$ cat config.mk
export PLATFORM = sky130hd
export DESIGN_NAME = vedic_4b_mul
export DESIGN_NICKNAME = d
export VERILOG_FILES = /design/src/rtl/vedic_4b_mul.sv
export SDC_FILE = /design/constraint.sdc
export NUM_CORES = 1
export LEC_CHECK = 0
export CAP_MARGIN = 20
export CORE_UTILIZATION = 44
export DETAILED_ROUTE_END_ITERATION = 8
export GPL_ROUTABILITY_DRIVEN = 0
export GPL_TIMING_DRIVEN = 1
export HOLD_SLACK_MARGIN = 0.1
export PLACE_DENSITY_LB_ADDON = 0.3
export SETUP_SLACK_MARGIN = 0.15
export SYNTH_ARGS = -nofsm -noshare
export SYNTH_HDL_FRONTEND = slang
export SYNTH_SLANG_ARGS = --single-unit
export TNS_END_PERCENT = 100
$ cat constraint.sdc
create_clock -name clk -period 10.17 [get_ports clk]
set_input_delay 2.5425 -clock clk [delete_from_list [all_inputs] [get_ports clk]]
set_output_delay 2.5425 -clock clk [all_outputs]
set_load 0.05 [all_outputs]
$ cat src/rtl/vedic_4b_mul.sv
// vedic_4b_mul: unsigned 4x4 Urdhva Tiryagbhyam multiplier with a registered product copy.
`timescale 1ns/1ps
module vedic_2x2 (
  input  logic [1:0] a,
  input  logic [1:0] b,
  output logic [3:0] p
);
  logic c1;
  always_comb begin
    p[0] = a[0] & b[0];
    p[1] = (a[1] & b[0]) ^ (a[0] & b[1]);
    c1   = (a[1] & b[0]) & (a[0] & b[1]);
    p[2] = (a[1] & b[1]) ^ c1;
    p[3] = (a[1] & b[1]) & c1;
  end
endmodule

// Ripple-carry adder; the carry out of the top bit is discarded by design.
module vedic_rca #(
  parameter int W = 4
) (
  input  logic [W-1:0] x,
  input  logic [W-1:0] y,
  output logic [W-1:0] s
);
  logic [W-1:0] c;
  assign c[0] = 1'b0;
  for (genvar i = 0; i < W; i++) begin : g_fa
    assign s[i] = x[i] ^ y[i] ^ c[i];
    if (i < W - 1) begin : g_c
      assign c[i+1] = (x[i] & y[i]) | (c[i] & (x[i] ^ y[i]));
    end
  end
endmodule

module vedic_4b_mul (
  input  logic       clk,
  input  logic       rst_n,
  input  logic [3:0] a,
  input  logic [3:0] b,
  output logic [8:0] prod,
  output logic [8:0] prod_q,
  output logic       prod_vld
);
  logic [3:0] q0, q1, q2, q3;
  logic [4:0] s1, s2;
  logic [5:0] s3;
  vedic_2x2 u_m0 (.a(a[1:0]), .b(b[1:0]), .p(q0));
  vedic_2x2 u_m1 (.a(a[3:2]), .b(b[1:0]), .p(q1));
  vedic_2x2 u_m2 (.a(a[1:0]), .b(b[3:2]), .p(q2));
  vedic_2x2 u_m3 (.a(a[3:2]), .b(b[3:2]), .p(q3));
  vedic_rca #(.W(5)) u_s1 (.x({1'b0, q1}), .y({1'b0, q2}), .s(s1));
  vedic_rca #(.W(5)) u_s2 (.x(s1), .y({3'b000, q0[3:2]}), .s(s2));
  vedic_rca #(.W(6)) u_s3 (.x({q3, 2'b00}), .y({1'b0, s2}), .s(s3));
  assign prod = {1'b0, s3, q0[1:0]};
  always_ff @(posedge clk or negedge rst_n) begin
    if (!rst_n) begin
      prod_q   <= '0;
      prod_vld <= 1'b0;
    end else begin
      prod_q   <= prod;
      prod_vld <= 1'b1;
    end
  end
endmodule

Word-level counts from Yosys, hierarchy flattened
Index checks and enable logic that the tools add are counted.

word-level totals
  register bits after elaboration = 9
  bits of input ports = 10
  word-level logic and storage cells = 76

operators by class
  bitwise operators = 74

operators by type and width
  kind         number
  $and 1x1->1  41
  $xor 1x1->1  27
  $or 1x1->1   6

Depth between registers and ports, before layout
  depth after elaboration = 15
  mapped depth = 13

By module
Synthesis repeated with hierarchy kept, for this count alone.

unflattened totals
  cell total of the unflattened synthesis = 68
  area, all modules = 813.3 um^2

modules (own cells, without submodules)
  module                 cells an instance  seq. area each (um^2)  area an instance (um^2)  times used
  vedic_4b_mul           13                 225.2                  247.7                    1
  vedic_rca at u_s1 ...  10                 0.0                    115.1                    2
  vedic_2x2              6                  0.0                    50.0                     4
  vedic_rca at u_s3      11                 0.0                    135.1                    1

Worst setup path after synthesis
OpenSTA, ideal clock, no wires.

  kind = input port to output port
  from = input port b[0]
  to = output port prod[7]
  setup slack = 1.592 ns
  required time = 7.628 ns
  path buffers = 0
  arrival time = 6.035 ns
  stages on the path = 13
  cells stage by stage = and2_1 -> ha_1 -> inv_1 -> fa_1 -> inv_1 -> fa_1 -> inv_1 -> fa_1 -> inv_1 -> ha_1 -> fa_1 -> fa_1 -> xor2_1

on the way
  word-level cells in the longest chain between the ends = 15

ends and longest elaborated chain
  element                                     line    text
  start, declared                             40      input logic [3:0] b,
  $and 1x1->1                                 11, 12
  $xor 1x1->1                                 11      p[1] = (a[1] & b[0]) ^ (a[0] & b[1]);
  $xor 1x1->1                                 29, 31
  $and 1x1->1 or $xor 1x1->1 (tied branches)  31, 29
  $or 1x1->1 or $xor 1x1->1 (tied branches)   31      assign c[i+1] = (x[i] & y[i]) | (c[i] & (x[i] ^ y[i]));
  $and 1x1->1                                 31
  $or 1x1->1                                  31
  $xor 1x1->1 or $and 1x1->1 (tied branches)  29, 31
  $xor 1x1->1                                 29      assign s[i] = x[i] ^ y[i] ^ c[i];
  $xor 1x1->1                                 31
  $and 1x1->1                                 31
  $or 1x1->1                                  31
  $and 1x1->1                                 31
  $or 1x1->1 (*)                              31
  $xor 1x1->1 (*)                             29
  end, declared                               41      output logic [8:0] prod,

Mark *: on every way between the ends. The rest lies on a longest branch, timed or not.

Worst setup path after layout
  from = input port b[1]
  to = output port prod[7]

Same word-level chain as after synthesis.

==> impl_metrics.sql <==
INSERT INTO impl_metrics (metric_group, metric, value, unit) VALUES
('status', 'status', 'complete, no violations', ''),
('clocking', 'cts_sinks', '9', ''),
('power_and_ir_drop', 'clock_share_of_power', '15.1', '%'),
('yosys', 'most_common_cell_in_the_netlist', 'sky130_fd_sc_hd__and2_1', ''),
('critical_path', 'start_kind', 'input pin', ''),
('drt', 'num_vias', '463', ''),
('yosys', 'synth_edf_count', '0', ''),
('cells_and_area', 'fillers', '119', ''),
('sta', 'fin_setup_tns', '0', 'ns'),
('yosys', 'syn_avg_cell_area', '11.56', 'sq um'),
('grt', 'grt_use_total', '15.45', '%'),
('critical_path', 'crit_path_end_kind', 'output pin', ''),
('critical_path', 'cp_top_family', 'adder cells', ''),
('critical_path', 'path_class', 'input pin to output pin', ''),
('cells_and_area', 'area.growth.synth_to_final', '43.12', '%'),
('drt', 'drt_pre_antenna_iters', '2', ''),
('critical_path', 'critPathRequiredTime', '7.63', 'ns'),
('clocking', 'postCtsSetupBuffers', '0', ''),
('worst_hold_path', 'hold_class', 'input pin to async pin', ''),
('critical_path', 'worstPathArrival', '6.90', 'ns'),
('die', 'ioPinCount', '29', ''),
('drt', 'detail_route.vias_per_cell', '4.495', ''),
('power_and_ir_drop', 'power_density', '171.5', 'nW/um^2'),
('die', 'floorplan.core_area', '1366', 'sq um'),
('drt', 'wl_met1', '438', 'microns'),
('critical_path', 'slowest_stage_delay_on_critical_path', '0.84', 'ns'),
('yosys', 'synthesis.instances', '59', ''),
('power_and_ir_drop', 'power.sequential.fraction', '26.2', '%'),
('grt', 'overflow', '0', ''),
('power_and_ir_drop', 'p_switching', '77.16', 'uW'),
('clocking', 'tritoncts.num_buffers', '3', ''),
('drt', 'wl_met3', '57', 'microns'),
('drt', 'dr.max_layer_used', 'met3', ''),
('yosys', 'synth.cell_area', '681.9', 'sq um'),
('cells_and_area', 'drive_gt1_share', '3.409', '%'),
('die', 'floorplan.die_area', '1711', 'sq um'),
('critical_path', 'timing.critical_path.buf_inv', '6', ''),
('clocking', 'tritoncts', 'built', ''),
('sta', 'maxSlewViolCount', '0', ''),
('yosys', 'synth_async_sr_flop_share', '100.0', '%'),
('cells_and_area', 'diodes', '0', ''),
('yosys', 'warnings_synthesis', '0', ''),
('sta', 'slew_headroom', '66.22', '%'),
('sta', 'grt_setup_unrepaired', 'false', ''),
('grt', 'antenna_violations_before_repair', '0', ''),
('cells_and_area', 'area.sequential', '225.2', 'sq um'),
('drt', 'initialDrtViolationCount', '4', ''),
('yosys', 'yosysSeqAreaShare', '33.03', '%'),
('yosys', 'postSynth.topFlopCell', 'sky130_fd_sc_hd__dfrtp_1', ''),
('power_and_ir_drop', 'share_comb_of_total_power', '58.7', '%'),
('clocking', 'clock_edge_transition_at_the_registers_on_the_reported_setup_and_hold_paths', '0.05', 'ns'),
('sta', 'maxClockFrequency', '105.9', 'MHz'),
('drt', 'dr_wl_met2', '612', 'microns'),
('sta', 'fin_hold_ws', '2.577', 'ns'),
('die', 'die_w', '41.37', 'microns'),
('grt', 'wire_length_of_the_first_global_routing_pass', '1642', 'microns'),
('clocking', 'post_cts_hold_buffer_count', '0', ''),
('critical_path', 'cp_common_cell', 'sky130_fd_sc_hd__fa_1', ''),
('sta', 'timing_worst_slew_pin_value', '0.5051', 'ns'),
('power_and_ir_drop', 'worst_ir_drop_on_vdd', '0.00007529', 'V'),
('die', 'standard_cell_rows', '13', ''),
('yosys', 'post-synth-top-area-fraction', '33.03', '%'),
('clocking', 'cts_max_level', '1', ''),
('sta', 'hold_viol', '0', ''),
('sta', 'finalCritPeriodShare', '92.86', '%'),
('clocking', 'clock_tree.buffer_depth', '2', ''),
('clocking', 'clock_tree.root_cell', 'sky130_fd_sc_hd__clkbuf_4', ''),
('power_and_ir_drop', 'leakage', '0.0004950', 'uW'),
('placed_design', 'numPortBuffers', '26', ''),
('grt', 'via_count_of_the_first_global_routing_pass', '418', ''),
('cells_and_area', 'final_net_count', '118', '');
## power by group through the flow
| stage | combinational [uW] | sequential [uW] | clock, uW |
|---|---|---|---|
| final | 98.2 | 43.9 | 25.2 |
| after global routing | 104 | 44.8 | 29.2 |
| after detailed placement | 99.2 | 44.7 | 0 |
| after CTS | 99.5 | 44.0 | 26.2 |
| after floorplan | 44.6 | 68.9 | 0 |
| after global placement | 97.6 | 44.3 | 0 |
## logic make-up after synthesis
| family | count (synthesis) | share of synthesized area, % |
|---|---|---|
| other | 2 | 1.101 |
| buffers and inverters | 11 | 7.155 |
| xor gates and xnor gates | 2 | 2.569 |
| and+or+nand+nor | 16 | 14.68 |
| adders and majority gates | 19 | 41.47 |
| DFF | 9 | 33.03 |
## cells in the final DEF, fill, tap and decap left out, drive strengths merged
cell type and instances:
and2 16, clkbuf 4, clkdlybuf4s50 26, conb 3, dfrtp 9, fa 6, ha 13, inv 9
xnor2 1, xor2 1
## area by class of cell
type,count,area share [%]
Multi-Input combinational cell,40,42.18
Timing Repair Buffer,26,26.67
Clock buffer,4,2.692
Sequential cell,9,23.08
Tap cell,15,1.923
Inverter,9,3.462
## state kept, by name, summed over array words and instances, names as in the netlist
signal,flops
prod_vld,1
prod_q,8
## metal layers
metal | global-route usage (%) | vias up
li1 | - | 235
met1 | 17.94 | 212
met3 | 1.596 | 0
met5 | 0 | -
met4 | 9.677 | 0
met2 | 26.95 | 16
## worst max path at each step
stage | to | slack (ns) | from | cells after the start
floorplan | prod[7] | 1.59 | b[0] | 13
global placement | prod[7] | 0.82 | b[0] | 15
detailed placement | prod[7] | 0.68 | b[1] | 15
CTS | prod[7] | 0.68 | b[1] | 15
global route | prod[7] | 0.51 | b[0] | 15
finish | prod[7] | 0.73 | b[1] | 15
## through the flow
| stage | instances | worst slack (ns) | cell area [sq um] | power [uW] |
|---|---|---|---|---|
| floorplan | 60 | 1.592 | 685.7 | 113.5 |
| global placement | 99 | 0.8170 | 949.7 | 141.8 |
| detailed placement | 99 | 0.6756 | 949.7 | 143.9 |
| CTS | 103 | 0.6758 | 975.9 | 169.8 |
| global route | 103 | 0.5135 | 975.9 | 178.3 |
| finish | 103 | 0.7261 | 975.9 | 167.3 |
(Power assumes the default switching activity.)
